[src/rtl/npc_pcunit_pkg.sv]
// Shared definitions for the next-PC unit: the D-stage instruction code table
// and the redirect classification used by the target sub-module.
package npc_pcunit_pkg;

  localparam int INSTR_W = 10;
  typedef logic [INSTR_W-1:0] instr_t;

  // Instruction codes presented on D_inStrType; any other value is sequential.
  localparam instr_t INSTR_NOP  = 10'd0;
  localparam instr_t INSTR_BEQ  = 10'd1;
  localparam instr_t INSTR_BNE  = 10'd2;
  localparam instr_t INSTR_J    = 10'd3;
  localparam instr_t INSTR_JAL  = 10'd4;
  localparam instr_t INSTR_JR   = 10'd5;
  localparam instr_t INSTR_JALR = 10'd6;
  localparam instr_t INSTR_ERET = 10'd7;

  typedef enum logic [1:0] {
    REDIR_NONE   = 2'd0,
    REDIR_BRANCH = 2'd1,
    REDIR_JUMP   = 2'd2,
    REDIR_REG    = 2'd3
  } redir_kind_e;

  function automatic logic [31:0] branch_offset(input logic [15:0] imm16);
    return {{14{imm16[15]}}, imm16, 2'b00};
  endfunction

endpackage

[src/rtl/npc_target.sv]
// Decodes the D-stage control-flow instruction and produces the redirect
// target (branch, absolute jump or register jump). Purely combinational.
module npc_target
  import npc_pcunit_pkg::*;
(
  input  instr_t      instr_i,
  input  logic        is_branch_i,
  input  logic [31:0] d_pc_i,
  input  logic [25:0] imm_i,
  input  logic [31:0] rd1_i,
  output logic        redirect_o,
  output logic        is_ctrl_o,
  output logic        is_eret_o,
  output logic [31:0] target_o
);

  redir_kind_e kind_s;

  // Classify the instruction; bne is taken when the comparison is false
  always_comb begin
    kind_s    = REDIR_NONE;
    is_ctrl_o = 1'b0;
    is_eret_o = 1'b0;
    case (instr_i)
      INSTR_BEQ: begin
        is_ctrl_o = 1'b1;
        if (is_branch_i) kind_s = REDIR_BRANCH;
        else             kind_s = REDIR_NONE;
      end
      INSTR_BNE: begin
        is_ctrl_o = 1'b1;
        if (is_branch_i) kind_s = REDIR_NONE;
        else             kind_s = REDIR_BRANCH;
      end
      INSTR_J, INSTR_JAL: begin
        is_ctrl_o = 1'b1;
        kind_s    = REDIR_JUMP;
      end
      INSTR_JR, INSTR_JALR: begin
        is_ctrl_o = 1'b1;
        kind_s    = REDIR_REG;
      end
      INSTR_ERET: begin
        is_eret_o = 1'b1;
      end
      default: begin
        kind_s = REDIR_NONE;
      end
    endcase
  end

  // Target address for the selected redirect kind
  always_comb begin
    target_o = 32'h0000_0000;
    case (kind_s)
      REDIR_BRANCH: target_o = d_pc_i + 32'd4 + branch_offset(imm_i[15:0]);
      REDIR_JUMP:   target_o = {d_pc_i[31:28], imm_i, 2'b00};
      REDIR_REG:    target_o = rd1_i;
      default:      target_o = 32'h0000_0000;
    endcase
  end

  assign redirect_o = (kind_s != REDIR_NONE);

endmodule

[src/rtl/npc_pcunit.sv]
// Fetch PC register and next-PC selection with exception/eret handling,
// optional MIPS delay slot, and fetch address-error detection.
module npc_pcunit
  import npc_pcunit_pkg::*;
#(
  parameter logic [31:0] RESET_PC   = 32'h0000_3000,
  parameter logic [31:0] EXC_VECTOR = 32'h0000_4180,
  parameter bit          DELAY_SLOT = 1'b1,
  parameter logic [31:0] TEXT_LO    = 32'h0000_3000,
  parameter logic [31:0] TEXT_HI    = 32'h0000_6FFF
) (
  input  logic        clk,
  input  logic        reset,
  input  logic        F_stall,
  input  logic        D_isBranch,
  input  logic [9:0]  D_inStrType,
  input  logic [25:0] D_imm,
  input  logic [31:0] D_RD1,
  input  logic        exc_req,
  input  logic [31:0] exc_epc,
  output logic [31:0] F_PC,
  output logic [31:0] D_PC8,
  output logic        F_flush,
  output logic        F_excAdEL,
  output logic        D_BD
);

  logic [31:0] f_pc_q, f_pc_d;
  logic [31:0] epc_q, epc_d;
  logic [31:0] d_pc_q, d_pc_d;
  logic        d_bd_q, d_bd_d;
  logic [31:0] d_pc_s;
  logic        flush_s;
  logic        redirect_s, is_ctrl_s, is_eret_s;
  logic [31:0] target_s;

  // PC of the instruction now in D
  always_comb begin
    if (DELAY_SLOT) d_pc_s = f_pc_q - 32'd4;
    else            d_pc_s = d_pc_q;
  end

  npc_target u_target (
    .instr_i     (D_inStrType),
    .is_branch_i (D_isBranch),
    .d_pc_i      (d_pc_s),
    .imm_i       (D_imm),
    .rd1_i       (D_RD1),
    .redirect_o  (redirect_s),
    .is_ctrl_o   (is_ctrl_s),
    .is_eret_o   (is_eret_s),
    .target_o    (target_s)
  );

  // Next-state selection; exceptions win over stall, D fields only count when unstalled
  always_comb begin
    f_pc_d  = f_pc_q + 32'd4;
    epc_d   = epc_q;
    d_pc_d  = d_pc_q;
    d_bd_d  = d_bd_q;
    flush_s = 1'b0;
    if (exc_req) begin
      f_pc_d  = EXC_VECTOR;
      epc_d   = exc_epc;
      d_pc_d  = f_pc_q;
      d_bd_d  = 1'b0;
      flush_s = 1'b1;
    end else if (F_stall) begin
      f_pc_d = f_pc_q;
    end else begin
      d_pc_d = f_pc_q;
      if (is_eret_s) begin
        f_pc_d  = epc_q;
        flush_s = 1'b1;
      end else if (redirect_s) begin
        f_pc_d  = target_s;
        flush_s = ~DELAY_SLOT;
      end else begin
        f_pc_d = f_pc_q + 32'd4;
      end
      if (flush_s) d_bd_d = 1'b0;
      else         d_bd_d = DELAY_SLOT & is_ctrl_s;
    end
  end

  // State registers
  always_ff @(posedge clk or posedge reset) begin
    if (reset) begin
      f_pc_q <= RESET_PC;
      epc_q  <= 32'h0000_0000;
      d_pc_q <= RESET_PC;
      d_bd_q <= 1'b0;
    end else begin
      f_pc_q <= f_pc_d;
      epc_q  <= epc_d;
      d_pc_q <= d_pc_d;
      d_bd_q <= d_bd_d;
    end
  end

  assign F_PC      = f_pc_q;
  assign D_BD      = d_bd_q;
  assign F_flush   = flush_s & ~reset;
  assign D_PC8     = d_pc_s + (DELAY_SLOT ? 32'd8 : 32'd4);
  assign F_excAdEL = (f_pc_q[1:0] != 2'b00) || (f_pc_q < TEXT_LO) || (f_pc_q > TEXT_HI);

endmodule
[config.mk]
export PLATFORM = sky130hd
export DESIGN_NAME = npc_pcunit
export DESIGN_NICKNAME = d
export VERILOG_FILES = /design/src/rtl/npc_pcunit_pkg.sv /design/src/rtl/npc_target.sv /design/src/rtl/npc_pcunit.sv
export SDC_FILE = /design/constraint.sdc
export NUM_CORES = 1
export LEC_CHECK = 0
export ABC_AREA = 1
export CAP_MARGIN = 5
export CORE_UTILIZATION = 54
export CTS_CLUSTER_DIAMETER = 60
export DETAILED_ROUTE_END_ITERATION = 10
export GPL_ROUTABILITY_DRIVEN = 0
export GPL_TIMING_DRIVEN = 1
export HOLD_SLACK_MARGIN = 0.15
export PLACE_DENSITY_LB_ADDON = 0.2
export SYNTH_ARGS = -nofsm -noshare
export SYNTH_HDL_FRONTEND = slang
export SYNTH_SLANG_ARGS = --single-unit
[constraint.sdc]
create_clock -name clk -period 4.2 [get_ports clk]
set_input_delay 0.42 -clock clk [delete_from_list [all_inputs] [get_ports clk]]
set_output_delay 0.42 -clock clk [all_outputs]
set_load 0.03 [all_outputs]
-- After elaboration in Yosys (flattened, before gate mapping)
Cells that the tools add are included.
- logic and storage cells: 48
- output and inout bits: 67
- input port bits: 105
- bits in registers: 65
- bitwise logic cells: 2
- reductions and logical operators: 7
- add/subtract/negate cells: 5
- mux-type cells: 18
- magnitude comparators: 2
- equality and inequality tests: 11
- operators by type and width (cell ; number):
    32-bit 2-to-1 mux ; 4
    32-bit case mux with 3 select lines ; 1
    32-bit by 3-bit adder with 32-bit output (second input constant) ; 2
    10-bit by 3-bit == test with 1-bit output (second input constant) ; 4
    32-bit adder ; 1
    32-bit by 4-bit adder with 32-bit output (second input constant) ; 1
    32-bit by 15-bit > comparator with 1-bit output (second input constant) ; 1
    32-bit by 14-bit < comparator with 1-bit output (second input constant) ; 1
    32-bit by 3-bit subtractor with 32-bit output (second input constant) ; 1
    10-bit by 2-bit == test with 1-bit output (second input constant) ; 2
    1-bit 2-to-1 mux ; 12
    10-bit by 1-bit == test with 1-bit output (second input constant) ; 1
    2-bit case mux with 4 select lines ; 1
    6-bit OR reduction ; 1
    2-bit == test (second input constant) ; 2
    2-bit nonzero test ; 2
    2-bit OR reduction ; 2
    2-bit by 1-bit == test with 1-bit output (second input constant) ; 1
    1-bit logical OR ; 2
    2-bit by 1-bit != test with 1-bit output (second input constant) ; 1
    1-bit bitwise AND ; 1
    1-bit inverter ; 1

-- Depth between registers and ports, before layout
- word-level depth: 9
- mapped depth: 29
- depth with buffers taken out: 28

-- By module
A second synthesis with hierarchy kept.
- cell total of the unflattened synthesis: 1545
- area, all modules: 8914.8 µm²
- by module, submodules not included (module ; instances ; area each (µm²) ; cells an instance):
    npc_pcunit ; 1 ; 5526.6 ; 884
    npc_target ; 1 ; 3388.2 ; 661

-- Worst setup path after synthesis
OpenSTA, ideal clock, no wires.
- path type: register to register
- start: register f_pc_q[2], in the netlist F_PC[2]
- end: register f_pc_q[19], in the netlist F_PC[19]
- stages on the path, launching flop included: 22
- library setup time: 0.116 ns
- arrival: 3.753 ns
- clock period less this slack: 3.869 ns
- path buffers: 0
- setup slack: 0.331 ns
- cell sequence: dfrtp_1 inv_1 ha_1 inv_1 ha_1 ha_1 inv_1 fa_1 inv_1 nand2_1 o21ai_0 nand2_1 nand3_1 nand2_1 nand2_1 nand2_1 nand3_1 nand4_1 nand2_1 nand2_1 nand2_1 nand2_1
- word-level cells in the longest chain between the ends: 8
- elaborated cells between the ends (all ways): 9
- those cells by class: 4 x add/sub; 5 x mux
- RTL lines (item ; RTL line ; source):
    start: declaration ; npc_pcunit.sv:28 ; logic [31:0] f_pc_q, f_pc_d;
    start signal: assignment ; npc_pcunit.sv:94 ; f_pc_q <= f_pc_d;
    32-bit by 3-bit subtractor with 32-bit output ; npc_pcunit.sv:39 ; if (DELAY_SLOT) d_pc_s = f_pc_q - 32'd4;
    32-bit by 3-bit adder with 32-bit output ; npc_target.sv:56 ; REDIR_BRANCH: target_o = d_pc_i + 32'd4 + branch_offset(imm_i[15:0]);
    32-bit adder ; npc_target.sv:56 ;
    32-bit case mux with 3 select lines ; npc_target.sv:55 ; case (kind_s)
    32-bit 2-to-1 mux (*) ; npc_pcunit.sv:75 ; end else if (redirect_s) begin
    32-bit 2-to-1 mux (*) ; npc_pcunit.sv:72 ; if (is_eret_s) begin
    32-bit 2-to-1 mux (*) ; npc_pcunit.sv:68 ; end else if (F_stall) begin
    32-bit 2-to-1 mux (*) ; npc_pcunit.sv:62 ; if (exc_req) begin
Every way passes the cells marked *; elsewhere a longest branch is shown, timed or not. The select of a mux whose other input is x is not followed.
A chain may end at the register's enable or synchronous reset.

-- Worst setup path after layout
- start: register f_pc_q[4], in the netlist F_PC[4]
- end: output port D_PC8[20]
- word-level cells in the longest chain between the ends: 2
- RTL lines (item ; RTL line ; source):
    32-bit by 3-bit subtractor with 32-bit output ; npc_pcunit.sv:39 ;
    32-bit by 4-bit adder with 32-bit output ; npc_pcunit.sv:104 ; assign D_PC8 = d_pc_s + (DELAY_SLOT ? 32'd8 : 32'd4);
    end: declaration ; npc_pcunit.sv:22 ; output logic [31:0] D_PC8,
Every way passes these cells.

==> run summary <==
The flow ran to the end, and the final reports show no timing, DRC or antenna violations. The post-detailed-placement cell area is 10800 um^2. Of the available clock period, the critical path in the final layout requires 0.968. The number of max-slew violations in the final report came out at 0.

The core area is approximately 16000 um^2. The count of synthesis-stage warnings from yosys is 0. The number of violations reported at the end of detailed-routing iteration 0 is 1379.

The slew at the pin with the worst max-slew slack came out at 836 ps. STA classifies the critical path startpoint as a flip-flop. Summing all multi-input logic gate instances after layout gives between 6000 and 7000 um^2. Of the post-synthesis cell area, the dominant cell type holds 0.223. The register-to-register setup slack came out at 160 ps. After filler insertion, the fill cell instance count of the layout stands at 1378. The static leakage came out at around 5.7 nW.

The endpoint required time on the critical path came out at 3780 ps. The clock transition at the registers of the reported paths came out at around 50 ps. The cell type of the slowest stage on the worst timing path is clkdlybuf4s50_1. The die covers 16700 um^2. The number of hold buffers added after CTS was 0. The starting density of the core is 0.551. The path type of the worst setup path is reg -> out.

The count of nets after finishing is 1818. The detail-routed via count per cell came out at 5.75. The largest driver fanout on the critical path came out at 6. The total I/O pin count is around 170. Counting stages on the worst path, the most repeated cell is nand2_1. The number of global-route vias before repair came out at 9850.

Hold timing on the final database bottoms out at a slack of 464 ps. The final standard cell area without fillers is 11200 um^2. The net count of the mapped netlist is 1637. In the layout the commonest cells are nand2_1, clkdlybuf4s50_1, inv_1, nor2_1, nand3_1. The worst slew margin relative to its limit came out at 0.442. The peak clock frequency supported by timing is 246 MHz. The count of flip-flops with a built-in enable after synthesis came out at 0. In this run the worst hold path is classified as reg -> reg. The number of distinct library cells after synthesis is 54. For this design, the sink count on the clock tree is 65.

In the synthesized netlist the dominant register cell turns out to be dfrtp_1. The level count of the clock H-tree came out at 3. The critical path contains buffers and inverters numbering 3 combined. The leftover overflow at the end of global routing came out at 0.

The die extent in x is around 130 um. The global-route wire length before repair came out at 49700 um. The worst clock skew on the final layout came out at roughly 7.3 ps. The shortest period the worst path allows is 4070 ps.

The area added between synthesis and finish is 28.4%. Of all flip-flops after synthesis, the portion carrying an async set or reset was 1.00. The mean instance size in the synthesized netlist is 5.93 um^2. The total number of vias is 10800. The number of hold-slack violations in the final timing report came out at 0. The average wire length per cell after detail routing is about 17 um. The maximum vdd drop is around 250 uV. The overall routing resource usage is 0.388. The fraction of final layout cells with drive strength greater than 1 is 0.0893. The share of the core filled with cells in the final layout is 0.708. The post-detailed-route DRC marker count is 0. The total iterations of the first detailed-routing run came out at 6. The max-capacitance violation count came out at 0.

Detailed placement ended at an HPWL of between 20000 and 30000 um. At the later pin of the worst-skew pair, clock insertion delay measures 340 ps. The overall die height is 129 um. The ratio of total power to cell area came out at 213 nW/um^2.

The number of synthesized register bits is 65. The share of the Yosys chip area taken by registers is 0.187. The initial antenna violation count came to 3. The launching instance or port of the critical path is F_PC[4]$_DFFE_PP0P_.

The synthesized instance count came out at 1471. The synthesized netlist occupies a cell area of between 8000 and 9000 um^2. The clock passes through at most 2 buffers. The number of buffers created by CTS is 9. The count of nets left with antenna violations once routing finished came out at 0. The worst setup path is captured at an output pin. After floorplanning, the core was divided into 46 placement rows. The total wirelength of the detailed-routed design is approximately 32000 um. The launch instance of the worst register-to-register path is F_PC[2]$_DFFE_PP0P_.

The data arrival time of the critical path is between 3000 and 4000 ps. The biggest area contributor in the post-synthesis netlist is nand2_1. After synthesis, the cell types taking the most area are nand2_1, dfrtp_1, ha_1, inv_1, nor2_1. The signal on the critical path passes through inv_2 -> nand2_1 -> nor2_1 -> nand2_1 -> nor2_1 -> nand2_1 -> xor2_1 -> buf_4 -> nor2_1 -> nand2_1 -> nor2_2 -> nand3_1 -> xor2_1 -> clkdlybuf4s50_1. The number of setup violations in the final report came out at 0. The pin count of the biggest net entering global routing came out at 42. Leaving out fill and tap cells, the most frequent cell in the layout is nand2_1. The largest single stage delay on the critical path is just over 700 ps.

The number of port buffers came out at 171. The worst hold path begins at epc_q[17]$_DFFE_PP0P_. The TritonCTS clock tree is done. The aggregate negative setup slack came out at 0 ps. The area used by sequential logic in the layout came out at 1630 um^2.

Among cell families on the critical path, the largest total delay comes from simple AND/OR/NAND/NOR gates. The root buffer cell chosen for the clock tree is clkbuf_16.
Yosys cell counts (all sizes together), types with 4 or more instances:
cell type / count
a21o: 4
a21oi: 52
a22o: 8
a31oi: 5
buf: 15
clkbuf: 36
dfrtp: 63
ha: 60
inv: 177
nand2: 529
nand3: 98
nand4: 36
nor2: 178
nor3: 29
o21ai: 83
o21bai: 6
xnor2: 5
xor2: 58
layout make-up:
cell class,count,share of cell area
timing repair buffer,221,0.186
tap,216,0.0241
clock inverter,5,0.00290
sequential,65,0.146
inverter,180,0.0605
antenna,2,0.000447
clock buffer,11,0.0208
multi-input combinational,1175,0.560
registers in the layout, summed over array words and instances, names as in the netlist:
name,cells
D_BD,1
F_PC,32
epc_q,32
worst paths after layout:
check,end,depth (start not counted)
setup / recovery,D_PC8[20],14
hold / removal,epc_q[17]$_DFFE_PP0P_,2
setup reg to reg,F_PC[19]$_DFFE_PP0P_,20
hold reg to reg,epc_q[17]$_DFFE_PP0P_,2
max in group asynchronous,epc_q[1]$_DFFE_PP0P_,3
min in group asynchronous,epc_q[11]$_DFFE_PP0P_,2
tightest hold or removal path, stage by stage (launching register included):
cell,delay [ps]
dfrtp_1,340
nand2_1,50
nand2_1,40
power by group:
part	switching, mW	internal, mW	total, mW
clock network	0.289	0.397	0.687
logic	0.629	0.384	1.01
registers	0.0225	0.660	0.682
total	0.941	1.44	2.38
logic make-up (layout without fill, tap and decap cells):
kind of cell / Yosys count / after routing / synth area share
simple gates: 882 / 882 / 0.444
buf+inv: 231 / 417 / 0.105
compound gates: 169 / 169 / 0.107
flops: 65 / 65 / 0.187
xor+xnor: 63 / 63 / 0.0692
fa+ha+maj: 61 / 61 / 0.0883
other cells: 0 / 2 / 0
per-stage QoR:
step	worst slack [ps]	power, mW	std cells
3_3_place_gp	-258	1.65	1852
5_1_grt	-80.4	2.48	1873
4_1_cts	25.4	2.35	1868
2_1_floorplan	331	1.30	1471
6_report	133	2.38	1875
3_5_place_dp	-378	1.67	1852
routing by layer:
metal	part of all wire	wire [um]	GRT usage	up-vias
li1	-	-	-	5050
met1	0.38	12300	0.480	4809
met2	0.44	14200	0.623	726
met3	0.11	3610	0.0780	187
met4	0.070	2260	0.239	2
met5	0.00031	10	0	-
timing repair:
item	4_1_cts	5_1_grt
buffers inserted	0	5
setup endpoints to repair	2	20
resized for setup	2	21
gates cloned	0	0
pin swaps	0	3
Note: power is estimated with default switching activity, not from simulation.
